===== src/rtl/stream_byte_swap.sv =====
// AXI-Stream endianness converter: network-order beats in, host-order beats out.
// Two-entry skid buffer, registered outputs, keep-legality check and packet counter.
module stream_byte_swap #(
    parameter int unsigned N     = 32,
    parameter int unsigned CNT_W = 16
) (
    input  logic             clk,
    input  logic             rst,
    input  logic [8*N-1:0]   s_tdata,
    input  logic [N-1:0]     s_tkeep,
    input  logic             s_tlast,
    input  logic             s_tvalid,
    output logic             s_tready,
    output logic [8*N-1:0]   m_tdata,
    output logic [N-1:0]     m_tkeep,
    output logic             m_tlast,
    output logic             m_tvalid,
    input  logic             m_tready,
    output logic [CNT_W-1:0] pkt_count,
    output logic             keep_err
);

    logic [8*N-1:0]   out_data_q, out_data_d, skid_data_q, skid_data_d, swp_data;
    logic [N-1:0]     out_keep_q, out_keep_d, skid_keep_q, skid_keep_d, swp_keep;
    logic             out_last_q, out_last_d, skid_last_q, skid_last_d;
    logic             out_valid_q, out_valid_d, skid_valid_q, skid_valid_d;
    logic             s_ready_q, s_ready_d;
    logic [CNT_W-1:0] pkt_count_q, pkt_count_d;
    logic             keep_err_q, keep_err_d;
    logic [N-1:0]     keep_inv;
    logic             in_xfer, out_xfer, keep_legal;

    assign in_xfer  = s_tvalid && s_ready_q;
    assign out_xfer = out_valid_q && m_tready;

    always_comb begin
        swp_data = '0;
        swp_keep = '0;
        for (int i = 0; i < int'(N); i++) begin
            swp_data[8*i +: 8] = s_tdata[8*(int'(N)-1-i) +: 8];
            swp_keep[i]        = s_tkeep[int'(N)-1-i];
        end
    end

    // A last-beat keep is legal when its inverse is a low-aligned run of ones.
    always_comb begin
        keep_inv = ~s_tkeep;
        if (s_tlast) begin
            keep_legal = (s_tkeep != '0) && ((keep_inv & (keep_inv + 1'b1)) == '0);
        end else begin
            keep_legal = (s_tkeep == '1);
        end
    end

    always_comb begin
        out_data_d   = out_data_q;
        out_keep_d   = out_keep_q;
        out_last_d   = out_last_q;
        out_valid_d  = out_valid_q;
        skid_data_d  = skid_data_q;
        skid_keep_d  = skid_keep_q;
        skid_last_d  = skid_last_q;
        skid_valid_d = skid_valid_q;
        pkt_count_d  = pkt_count_q;
        keep_err_d   = keep_err_q;

        if (!out_valid_q || out_xfer) begin
            if (skid_valid_q) begin
                out_data_d   = skid_data_q;
                out_keep_d   = skid_keep_q;
                out_last_d   = skid_last_q;
                out_valid_d  = 1'b1;
                skid_valid_d = 1'b0;
            end else if (in_xfer) begin
                out_data_d  = swp_data;
                out_keep_d  = swp_keep;
                out_last_d  = s_tlast;
                out_valid_d = 1'b1;
            end else begin
                out_valid_d = 1'b0;
            end
        end else if (in_xfer) begin
            skid_data_d  = swp_data;
            skid_keep_d  = swp_keep;
            skid_last_d  = s_tlast;
            skid_valid_d = 1'b1;
        end

        s_ready_d = !skid_valid_d;

        if (out_xfer && out_last_q) begin
            pkt_count_d = pkt_count_q + 1'b1;
        end
        if (in_xfer && !keep_legal) begin
            keep_err_d = 1'b1;
        end
    end

    always_ff @(posedge clk) begin
        if (rst) begin
            out_data_q   <= '0;
            out_keep_q   <= '0;
            out_last_q   <= 1'b0;
            out_valid_q  <= 1'b0;
            skid_data_q  <= '0;
            skid_keep_q  <= '0;
            skid_last_q  <= 1'b0;
            skid_valid_q <= 1'b0;
            s_ready_q    <= 1'b0;
            pkt_count_q  <= '0;
            keep_err_q   <= 1'b0;
        end else begin
            out_data_q   <= out_data_d;
            out_keep_q   <= out_keep_d;
            out_last_q   <= out_last_d;
            out_valid_q  <= out_valid_d;
            skid_data_q  <= skid_data_d;
            skid_keep_q  <= skid_keep_d;
            skid_last_q  <= skid_last_d;
            skid_valid_q <= skid_valid_d;
            s_ready_q    <= s_ready_d;
            pkt_count_q  <= pkt_count_d;
            keep_err_q   <= keep_err_d;
        end
    end

    assign s_tready  = s_ready_q;
    assign m_tdata   = out_data_q;
    assign m_tkeep   = out_keep_q;
    assign m_tlast   = out_last_q;
    assign m_tvalid  = out_valid_q;
    assign pkt_count = pkt_count_q;
    assign keep_err  = keep_err_q;

endmodule


===== config.mk =====
export PLATFORM = sky130hd
export DESIGN_NAME = stream_byte_swap
export DESIGN_NICKNAME = d
export VERILOG_FILES = /design/src/rtl/stream_byte_swap.sv
export SDC_FILE = /design/constraint.sdc
export NUM_CORES = 1
export LEC_CHECK = 0
export ABC_AREA = 1
export ABC_CLOCK_PERIOD_IN_PS = 4300
export CORE_MARGIN = 3
export CORE_UTILIZATION = 31
export DETAILED_ROUTE_END_ITERATION = 6
export GPL_TIMING_DRIVEN = 0
export PLACE_DENSITY = 0.52
export SYNTH_ARGS = -nofsm -noshare
export SYNTH_HDL_FRONTEND = slang
export SYNTH_SLANG_ARGS = --single-unit

===== constraint.sdc =====
create_clock -name clk -period 4.3 [get_ports clk]
set_input_delay 0.86 -clock clk [delete_from_list [all_inputs] [get_ports clk]]
set_output_delay 0.86 -clock clk [all_outputs]
set_load 0.02 [all_outputs]

==> results of run 1 <==
-- cell usage in the layout (no fill, tap or decap), types with 5 or more instances in the layout --
cell type,synthesis,routed
sky130_fd_sc_hd__nor2_1,350,350
sky130_fd_sc_hd__o21ai_0,369,369
sky130_fd_sc_hd__o21ai_1,217,217
sky130_fd_sc_hd__clkbuf_1,132,147
sky130_fd_sc_hd__inv_1,311,311
sky130_fd_sc_hd__clkbuf_8,0,21
sky130_fd_sc_hd__buf_4,22,22
sky130_fd_sc_hd__dfxtp_1,598,598
sky130_fd_sc_hd__clkdlybuf4s50_1,0,600
sky130_fd_sc_hd__diode_2,0,11
sky130_fd_sc_hd__clkinv_2,0,6
sky130_fd_sc_hd__nor3_1,6,6
sky130_fd_sc_hd__buf_6,40,40
sky130_fd_sc_hd__buf_2,59,59
sky130_fd_sc_hd__nand4_1,5,5
sky130_fd_sc_hd__nand3_2,5,5
sky130_fd_sc_hd__nand2_1,81,81
sky130_fd_sc_hd__a21oi_1,884,884
sky130_fd_sc_hd__nor2_2,9,9
sky130_fd_sc_hd__nand3_1,12,12
sky130_fd_sc_hd__clkbuf_16,0,71
-- cell usage after synthesis, drive strengths merged --
library cell and count:
a21oi 884, dfxtp 598, o21ai 586, nor2 364, inv 315, clkbuf 132, buf 125, nand2 84
nand3 17, nor3 7, nand4 6, nor4 4, nand3b 3, o21a 3, a221oi 1, a22oi 1
a31oi 1, clkinv 1, ha 1, o211a 1, o22ai 1, or2 1
-- through the flow --
| step | utilization | cells |
|---|---|---|
| floorplan | - | 3136 |
| global placement | 0.4102 | 4766 |
| detailed placement | 0.4102 | 4766 |
| CTS | 0.4403 | 4889 |
| global route | 0.4405 | 4896 |
| finish | 0.4406 | 4900 |
-- registers in the layout (all words and copies together) (netlist names) --
| register | count |
|---|---|
| skid_last_q | 1 |
| m_tkeep | 32 |
| keep_err | 1 |
| m_tdata | 256 |
| s_tready | 1 |
| skid_data_q | 256 |
| skid_valid_q | 1 |
| m_tvalid | 1 |
| pkt_count | 16 |
| skid_keep_q | 32 |
| m_tlast | 1 |
-- power by group through the flow --
stage | Sequential [mW] | Combinational (mW) | Clock, mW
2_1_floorplan | 6.27 | 0.654 | 0
3_3_place_gp | 6.06 | 1.91 | 0
3_5_place_dp | 6.06 | 1.92 | 0
4_1_cts | 5.94 | 1.93 | 6.08
5_1_grt | 5.97 | 2.07 | 6.30
6_report | 5.94 | 1.91 | 5.94
-- layer usage --
metal,part of all wire,track usage,wire length (um)
met2,0.48,0.3922,46900
met5,0.00077,0,75
met3,0.069,0.06047,6723
met4,0.023,0.05916,2215
met1,0.43,0.2940,41460
-- final cells by class --
cell class                 instances  area (um2)  share of cell area
antenna                           11       27.53           0.0008185
buffer                           257        1421             0.04226
clock buffer                     107        2122             0.06310
clock inverter                    16       171.4            0.005097
inverter                         316        1186             0.03527
multi-input combinational       1965        9437              0.2806
sequential                       598       11970              0.3560
tap                             1030        1289             0.03832
timing repair buffer             600        6006              0.1786
-- cells by family after synthesis --
kind of cell / count (synthesis) / synth area share
AOI/OAI and AO/OA: 1478 / 0.3089
adders and majority gates: 1 / 0.0005209
buffers and inverters: 573 / 0.1086
DFF: 598 / 0.4985
and+or+nand+nor: 486 / 0.08352
-- worst max-delay path by stage --
stage | from | to | slack, ns | depth (start not counted)
final | rst | skid_data_q[179] | 1.65 | 6
after global placement | rst | pkt_count[12] | 0.99 | 6
after global routing | rst | skid_data_q[230] | 1.44 | 6
after floorplan | s_tvalid | m_tdata[100] | 2.33 | 10
after detailed placement | rst | skid_data_q[237] | 0.97 | 6
after CTS | rst | skid_data_q[237] | 1.59 | 6
-- worst max-delay path, cell delays in order --
cell and delay [ns]:
sky130_fd_sc_hd__clkdlybuf4s50_1 0.49, sky130_fd_sc_hd__inv_2 0.30, sky130_fd_sc_hd__clkbuf_1 0.78, sky130_fd_sc_hd__clkbuf_1 0.41, sky130_fd_sc_hd__o21ai_0 0.17, sky130_fd_sc_hd__a21oi_1 0.14
==> metrics.log, run 1 <==
[metrics] Clock transition at path regs: 0.06 ns
[metrics] critical setup path kind: in2reg
[metrics] detailed-route vias per instance: 4.888
[metrics] area post-placement: 31310 um2
[metrics] antenna violations before repair: 17
[metrics] depth of the CTS H-tree: 3
[metrics] hold depth: 2
[metrics] HPWL Detailed: 72.09 mm
[metrics] final worst hold slack: 0.4525 ns
[metrics] max-slew violation count: 0
[metrics] aggregate global routing overflow: 0
[metrics] Detail Route Antenna Nets: 0
[metrics] count of final hold-check violations: 0
[metrics] I/O pin total: 601
[metrics] cts hold-fix bufs: 0
[metrics] setup slack of the critical path after layout: 1.648 ns
[metrics] total internal power: 10.17 mW
[metrics] count of synthesis-stage warnings from yosys: 0
[metrics] Max transition margin: 0.3000
[metrics] number of cells produced by synthesis: 3136
[metrics] startpoint of the worst hold path: keep_err
[metrics] final total negative setup slack: 0 ns
[metrics] power density cells: 410.2 nW/um2
[metrics] mean instance size in the synthesized netlist: 7.658 um2
[metrics] RSZ-0062 raised after global routing: no
[metrics] total power: 13.79 mW
[metrics] Setup-failing EPs final: 0
[metrics] Period minus WS final: 2.652 ns
[metrics] fraction of the yosys area taken by sequential cells: 0.4985
[metrics] leakage power summed over all cells: 14.03 nW
[metrics] top cell type by total area after synthesis: sky130_fd_sc_hd__dfxtp_1
[metrics] highest achievable clock rate: 377.1 MHz
[metrics] Layout Cell Area excl Fill: 33630 um2
[metrics] clock share of power: 0.431
[metrics] Total Routing Usage GR: 0.2320
[metrics] FF-to-FF setup slack: 2.20 ns
[metrics] Resize count post-CTS: 0
[metrics] DR vias: 23950
[metrics] maximum number of pins on one net before global-route repair: 13
[metrics] cell area after synthesis: 24020 um2
[metrics] input/output buffers: 600
[metrics] fraction of layout instances using a drive strength above 1: 0.06660
[metrics] fraction of power spent switching nets: 0.2625
[metrics] required time of the worst setup path: 4.82 ns
[metrics] Worst-Margin Slew: 1.050 ns
[metrics] run status: finished, final reports clean
[metrics] count of cell types in the netlist: 34
[metrics] net count after synthesis: 3430
[metrics] number of iterations in the first detailed-routing pass: 5
[metrics] Total Die Area: 80850 um2
[metrics] highest ir drop seen on vdd: 0.0002292 V
[metrics] Clock Latency Late Sink: 0.60 ns
[metrics] synth top area cells: sky130_fd_sc_hd__dfxtp_1, sky130_fd_sc_hd__a21oi_1, sky130_fd_sc_hd__o21ai_0
[metrics] fill cell count: 7928
[metrics] WL per Instance: 19.87 um
[metrics] CTS Buffer Depth: 3
[metrics] width of the die: 284.3 um
[metrics] wire length reported by the detailed router: 97.37 mm
[metrics] post-CTS setup buffers: 0
[metrics] final-stage net count: 4102
[metrics] number of clock sinks seen by CTS: 598
[metrics] number of max-capacitance violations reported: 0
[metrics] final critical-path share of the clock period: 0.6167
[metrics] root buf cell: sky130_fd_sc_hd__clkbuf_16
[metrics] critical path capture point type: register
[metrics] signal arrival time at the worst endpoint: 3.18 ns
[metrics] largest clock skew in the final design: 0.02325 ns
[metrics] first-pass GRT wire length: 146.6 mm
[metrics] startpoint of the worst register-to-register path: skid_valid_q
[metrics] NetSw: 3.621 mW
[metrics] y dimension of the die: 284.3 um
[metrics] number of global-route vias before repair: 23380
[metrics] flip-flop and latch count after synthesis: 598
[metrics] category of the worst setup path launch point: input port
[metrics] combinational cell fraction of total power: 0.138
[metrics] final weighted congestion in routability-driven placement: 0.8604
[metrics] DR DRC count: 0
[metrics] floorplan core area: 76330 um2
[metrics] Cell Rows: 101
[metrics] biggest fanout along the worst timing path: 10
[metrics] area fraction of the dominant cell type after synthesis: 0.4985
[metrics] capture endpoint of the worst hold path: keep_err
[metrics] post-place setup slack: 0.9719 ns
[metrics] Inserted Clock Buffers: 70
[metrics] critical register-to-register path endpoint: m_tdata[61]
[metrics] depth of the worst register-to-register path: 5
[metrics] relative area change from synthesis to final layout: 40.04%
[metrics] path type of the worst min-delay path: reg2reg
[metrics] count of routing violations after the opening detailed-route iteration: 1283
[metrics] Reg power frac: 0.431
[metrics] CTS tree: done
[metrics] Starting Density: 0.3146
No activity file was read; power rests on OpenSTA's default activity.
==> run 2, diff against run 1 <==
ABC_CLOCK_PERIOD_IN_PS = 2350   (was 4300)
PLACE_DENSITY = 0.54   (was 0.52)
clock period = 2.35 ns   (was 4.3 ns; I/O delays follow)
==> metrics.log, run 2 (synthesis results as in run 1) <==
[metrics] run status: finished, final reports clean (unchanged)
[metrics] Clock Latency Late Sink: 0.60 ns (about the same)
[metrics] post-route non-filler standard cell count: 4898 (was 4900)
[metrics] wire length reported by the detailed router: 98.15 mm (was 97.37 mm)
[metrics] area taken by flip-flops and latches: 11970 um2 (unchanged)
[metrics] final worst hold slack: 0.4361 ns (was 0.4525 ns)
[metrics] Slowest cell on crit path: sky130_fd_sc_hd__clkdlybuf4s50_1 (was sky130_fd_sc_hd__clkbuf_1)
[metrics] Setup-failing EPs final: 0 (unchanged)
[metrics] cell chain of the critical path: clkdlybuf4s50_1 (was clkdlybuf4s50_1, inv_2, clkbuf_1, clkbuf_1, o21ai_0, a21oi_1)
[metrics] clock share of power: 0.436 (was 0.431)
[metrics] NetSw: 6.725 mW (was 3.621 mW)
[metrics] Total Die Area: 80850 um2 (unchanged)
[metrics] input/output buffers: 600 (unchanged)
[metrics] fill cell count: 7814 (was 7928)
[metrics] maximum number of pins on one net before global-route repair: 14 (was 13)
[metrics] Worst-Margin Slew: 1.009 ns (was 1.050 ns)
[metrics] commonest non-fill, non-tap cell in the layout: sky130_fd_sc_hd__a21oi_1 (unchanged)
[metrics] final-stage net count: 4101 (was 4102)
[metrics] Crit path largest cell delay: 0.67 ns (was 0.78 ns)
[metrics] multi-input logic area: 9437 um2 (unchanged)
[metrics] critical path capture point type: output pin (was register)
[metrics] Max transition margin: 0.3272 (was 0.3000)
[metrics] buffers and inverters on the worst path: 1 (was 4)
[metrics] depth of the CTS H-tree: 3 (unchanged)
[metrics] total internal power: 18.76 mW (was 10.17 mW)
[metrics] detailed-route vias per instance: 4.913 (was 4.888)
[metrics] RSZ-0062 raised after global routing: no (unchanged)
[metrics] most frequent cells in the layout: sky130_fd_sc_hd__a21oi_1, sky130_fd_sc_hd__clkdlybuf4s50_1, sky130_fd_sc_hd__dfxtp_1 (unchanged)
[metrics] WL per Instance: 20.04 um (was 19.87 um)
[metrics] critical setup path kind: reg2out (was in2reg)
[metrics] antenna violations before repair: 19 (was 17)
[metrics] number of clock sinks seen by CTS: 598 (unchanged)
[metrics] I/O pin total: 601 (unchanged)
[metrics] highest ir drop seen on vdd: 0.0004743 V (was 0.0002292 V)
[metrics] Cell Rows: 101 (unchanged)
[metrics] combinational cell fraction of total power: 0.138 (about the same)
[metrics] Starting Density: 0.3146 (unchanged)
[metrics] biggest fanout along the worst timing path: 2 (was 10)
[metrics] number of iterations in the first detailed-routing pass: 5 (unchanged)
[metrics] count of final hold-check violations: 0 (unchanged)
[metrics] post-CTS setup buffers: 0 (unchanged)
[metrics] count of routing violations after the opening detailed-route iteration: 1352 (was 1283)
[metrics] required time of the worst setup path: 1.88 ns (was 4.82 ns)
[metrics] power density cells: 757.4 nW/um2 (was 410.2 nW/um2)
[metrics] Period minus WS final: 2.215 ns
[metrics] Total Routing Usage GR: 0.2311 (was 0.2320)
[metrics] fraction of layout instances using a drive strength above 1: 0.06737 (was 0.06660)
[metrics] highest achievable clock rate: 451.5 MHz
[metrics] Detail Route Antenna Nets: 0 (unchanged)
[metrics] floorplan core area: 76330 um2 (unchanged)
[metrics] category of the worst setup path launch point: register (was input port)
[metrics] signal arrival time at the worst endpoint: 1.74 ns (was 3.18 ns)
[metrics] first-pass GRT wire length: 145.8 mm (was 146.6 mm)
[metrics] kind of cell with the highest combined delay on the critical path: buffers and inverters (unchanged)
[metrics] CTS Buffer Depth: 3 (unchanged)
[metrics] placed insts: 4766 (unchanged)
[metrics] max-slew violation count: 0 (unchanged)
[metrics] width of the die: 284.3 um (unchanged)
[metrics] DR vias: 24060 (was 23950)
[metrics] final weighted congestion in routability-driven placement: 0.8618 (was 0.8604)
[metrics] number of max-capacitance violations reported: 0 (unchanged)
[metrics] Reg power frac: 0.427 (was 0.431)
[metrics] HPWL Detailed: 72.56 mm (was 72.09 mm)
[metrics] largest clock skew in the final design: 0.01998 ns (was 0.02325 ns)
[metrics] root buf cell: sky130_fd_sc_hd__clkbuf_16 (unchanged)
[metrics] relative area change from synthesis to final layout: 40.12% (was 40.04%)
[metrics] number of global-route vias before repair: 23180 (was 23380)
[metrics] Inserted Clock Buffers: 69 (was 70)
[metrics] aggregate global routing overflow: 0 (unchanged)
[metrics] Clock transition at path regs: 0.06 ns (about the same)
[metrics] leakage power summed over all cells: 14.04 nW (was 14.03 nW)
[metrics] path type of the worst min-delay path: in2reg (was reg2reg)
[metrics] y dimension of the die: 284.3 um (unchanged)
[metrics] cts hold-fix bufs: 0 (unchanged)
[metrics] final critical-path share of the clock period: 0.9424
[metrics] CTS tree: done (unchanged)
[metrics] DR DRC count: 0 (unchanged)
[metrics] fraction of power spent switching nets: 0.2639 (was 0.2625)
## run 2: changes by cell type in the layout (fill, tap and decap cells not counted), sizes merged
cell / delta
bufinv: +3
clkbuf: -4
clkinv: -3
diode: -2
inv: +4
## run 2: path summary, 6_finish.rpt
check,startpoint,end,slack [ns],depth (start not counted)
worst max-delay path,m_tdata[130],m_tdata[130],0.14,1
worst min-delay path,s_tdata[0],skid_data_q[248],0.44,3
worst max register to register,skid_valid_q,m_tkeep[30],0.26,5
worst min register to register,pkt_count[15],pkt_count[15],0.46,1
## run 2: per-layer routing
layer	GRT usage	vias up	routed length [um]
li1	-	11920	-
met1	0.2863	11290	41160
met2	0.3939	705	47580
met3	0.06528	141	6854
met4	0.06057	18	2439
met5	0	-	121
## run 2: per-stage QoR
| stage | setup TNS (ns) | cell area [um2] | power, mW | utilization | worst slack, ns |
|---|---|---|---|---|---|
| final | 0 | 33650 | 25.49 | 0.4409 | 0.1354 |
| after global routing | 0 | 33640 | 26.45 | 0.4407 | 0.002395 |
| after CTS | 0 | 33630 | 25.78 | 0.4405 | 0.02676 |
| after detailed placement | -239.15 | 31310 | 14.61 | 0.4102 | -0.6613 |
| after global placement | -229.35 | 31310 | 14.61 | 0.4102 | -0.6562 |
| after floorplan | 0 | 24020 | 12.68 | - | 0.7253 |
## run 2: final cells by class
| class | instances | share of cell area |
|---|---|---|
| clock inverters | 20 | 0.008031 |
| clock buffers | 103 | 0.06075 |
| repair buffers | 600 | 0.1785 |
| well taps | 1030 | 0.03830 |
| diodes | 9 | 0.0006693 |
| flip-flops and latches | 598 | 0.3558 |
| plain buffers | 257 | 0.04235 |
| multi-input cells | 1965 | 0.2804 |
| inverters | 316 | 0.03525 |
## run 2: repair_timing
action / in CTS / in global routing
gates resized for setup: 1 / 6
cloned: 0 / 0
endpoints found under the setup margin: 7 / 139
## run 2: tightest hold or removal path, delay by kind of cell
kind | cells | cell delay (ns)
buffers and inverters | 2 | 0.46
AO/OA/AOI/OAI | 1 | 0.06
## run 2: power by group through the flow
stage	registers, mW	clock network [mW]	logic, mW
2_1_floorplan	11.5	0	1.20
3_3_place_gp	11.1	0	3.52
5_1_grt	10.9	11.7	3.79
4_1_cts	10.9	11.4	3.54
3_5_place_dp	11.1	0	3.52
6_report	10.9	11.1	3.51
==> run 3, diff against run 2 <==
CTS_CLUSTER_SIZE = 25   (was default)
SETUP_SLACK_MARGIN = 0.1   (was default)
==> metrics.log, run 3 (synthesis results as in run 1) <==
[metrics] run status: finished, final reports clean (unchanged)
[metrics] power density cells: 756.6 nW/um2 (was 757.4 nW/um2)
[metrics] biggest fanout along the worst timing path: 2 (unchanged)
[metrics] multi-input logic area: 9437 um2 (unchanged)
[metrics] number of global-route vias before repair: 23180 (unchanged)
[metrics] GRT met1 Usage: 0.2863 (unchanged)
[metrics] Setup-failing EPs final: 0 (unchanged)
[metrics] WL per Instance: 20.03 um (was 20.04 um)
[metrics] fraction of layout instances using a drive strength above 1: 0.06841 (was 0.06737)
[metrics] aggregate global routing overflow: 0 (unchanged)
[metrics] fill cell count: 7813 (was 7814)
[metrics] DR DRC count: 0 (unchanged)
[metrics] RSZ-0062 raised after global routing: no (unchanged)
[metrics] required time of the worst setup path: 1.88 ns (about the same)
[metrics] Detail Route Antenna Nets: 0 (unchanged)
[metrics] max-slew violation count: 0 (unchanged)
[metrics] Max transition margin: 0.3198 (was 0.3272)
[metrics] Total Die Area: 80850 um2 (unchanged)
[metrics] Global Route met2 Usage: 0.3939 (unchanged)
[metrics] Clock Latency Late Sink: 0.60 ns (about the same)
[metrics] CTS Buffer Depth: 3 (unchanged)
[metrics] input/output buffers: 600 (unchanged)
[metrics] global routing usage on met3: 0.06520 (was 0.06528)
[metrics] buffers and inverters on the worst path: 1 (unchanged)
[metrics] Period minus WS final: 2.173 ns (was 2.215 ns)
[metrics] busiest grt layer: met2 (unchanged)
[metrics] final-stage net count: 4101 (unchanged)
[metrics] HPWL Detailed: 72.56 mm (unchanged)
[metrics] Total Routing Usage GR: 0.2311 (about the same)
[metrics] cell chain of the critical path: clkdlybuf4s50_1 (unchanged)
[metrics] highest achievable clock rate: 460.3 MHz (was 451.5 MHz)
[metrics] relative area change from synthesis to final layout: 40.14% (was 40.12%)
[metrics] Worst-Margin Slew: 1.020 ns (was 1.009 ns)
[metrics] highest ir drop seen on vdd: 0.0004709 V (was 0.0004743 V)
[metrics] final weighted congestion in routability-driven placement: 0.8618 (unchanged)
[metrics] post-place setup slack: -0.6613 ns (unchanged)
[metrics] number of max-capacitance violations reported: 0 (unchanged)
[metrics] depth of the CTS H-tree: 3 (unchanged)
[metrics] floorplan core area: 76330 um2 (unchanged)
[metrics] Crit path largest cell delay: 0.74 ns (was 0.67 ns)
[metrics] area taken by flip-flops and latches: 11970 um2 (unchanged)
[metrics] setup slack of the critical path after layout: 0.1775 ns (was 0.1354 ns)
[metrics] critical path capture point type: output pin (unchanged)
[metrics] path type of the worst min-delay path: in2reg (unchanged)
[metrics] total power: 25.46 mW (was 25.49 mW)
[metrics] CTS tree: done (unchanged)
[metrics] count of final hold-check violations: 0 (unchanged)
[metrics] number of iterations in the first detailed-routing pass: 5 (unchanged)
[metrics] Starting Density: 0.3146 (unchanged)
[metrics] detailed-route vias per instance: 4.905 (was 4.913)
[metrics] most frequent cells in the layout: sky130_fd_sc_hd__a21oi_1, sky130_fd_sc_hd__dfxtp_1, sky130_fd_sc_hd__clkdlybuf4s50_1 (was sky130_fd_sc_hd__a21oi_1, sky130_fd_sc_hd__clkdlybuf4s50_1, sky130_fd_sc_hd__dfxtp_1)
[metrics] kind of cell with the highest combined delay on the critical path: buffers and inverters (unchanged)
[metrics] final critical-path share of the clock period: 0.9245 (was 0.9424)
[metrics] wire length reported by the detailed router: 98.11 mm (was 98.15 mm)
[metrics] cts hold-fix bufs: 0 (unchanged)
[metrics] Cell Rows: 101 (unchanged)
[metrics] Inserted Clock Buffers: 69 (unchanged)
[metrics] critical setup path kind: reg2out (unchanged)
[metrics] I/O pin total: 601 (unchanged)
[metrics] category of the worst setup path launch point: register (unchanged)
[metrics] commonest non-fill, non-tap cell in the layout: sky130_fd_sc_hd__a21oi_1 (unchanged)
[metrics] maximum number of pins on one net before global-route repair: 14 (unchanged)
[metrics] first-pass GRT wire length: 145.8 mm (about the same)
[metrics] antenna violations before repair: 19 (unchanged)
[metrics] leakage power summed over all cells: 14.08 nW (was 14.04 nW)
[metrics] signal arrival time at the worst endpoint: 1.70 ns (was 1.74 ns)
[metrics] Clock transition at path regs: 0.06 ns (about the same)
[metrics] width of the die: 284.3 um (unchanged)
[metrics] count of routing violations after the opening detailed-route iteration: 1461 (was 1352)
[metrics] root buf cell: sky130_fd_sc_hd__clkbuf_16 (unchanged)
[metrics] Slowest cell on crit path: sky130_fd_sc_hd__clkdlybuf4s50_1 (unchanged)
[metrics] y dimension of the die: 284.3 um (unchanged)
[metrics] DR vias: 24030 (was 24060)
[metrics] number of clock sinks seen by CTS: 598 (unchanged)
[metrics] largest clock skew in the final design: 0.02068 ns (was 0.01998 ns)
-- run 3: final cells by class --
cell class                 count  area share
buffer                       257     0.04249
timing repair buffer         600      0.1784
multi-input combinational   1965      0.2804
sequential                   598      0.3557
clock buffer                 103     0.06075
tap                         1030     0.03829
clock inverter                20    0.008030
inverter                     316     0.03524
antenna                        9   0.0006692
-- run 3: stage by stage --
stage / util / cell area, um2 / setup TNS, ns / hold slack [ns] / std cells
final: 0.4409 / 33650 / 0 / 0.4353 / 4898
after global routing: 0.4408 / 33640 / 0 / 0.4146 / 4894
after CTS: 0.4405 / 33620 / 0 / 0.3922 / 4889
after detailed placement: 0.4102 / 31310 / -239.15 / 0.4571 / 4766
after global placement: 0.4102 / 31310 / -229.35 / 0.4424 / 4766
after floorplan: - / 24020 / 0 / 0.4896 / 3136
-- run 3: path summary, 6_finish.rpt --
kind / start / to / slack, ns / cells past startpoint
worst max-delay path: m_tdata[136] / m_tdata[136] / 0.18 / 1
worst min register to register: pkt_count[15] / pkt_count[15] / 0.46 / 1
worst max register to register: skid_valid_q / m_tkeep[30] / 0.29 / 5
worst min-delay path: s_tdata[0] / skid_data_q[248] / 0.44 / 3
-- run 3: what timing repair did --
action	4_1_cts	5_1_grt
buffers inserted	0	0
setup endpoints to repair	69	184
gates resized for setup	5	13
-- run 3: where the power goes --
part | internal [mW] | switching [mW] | total [mW]
Clock | 6.60 | 4.48 | 11.1
Sequential | 10.6 | 0.271 | 10.9
Combinational | 1.56 | 1.95 | 3.51
-- run 3: per-layer routing --
| layer | routed length, um | up-vias |
|---|---|---|
| met2 | 47560 | 692 |
| met4 | 2422 | 18 |
| met1 | 41170 | 11260 |
| met5 | 121 | - |
| met3 | 6835 | 140 |
| li1 | - | 11920 |
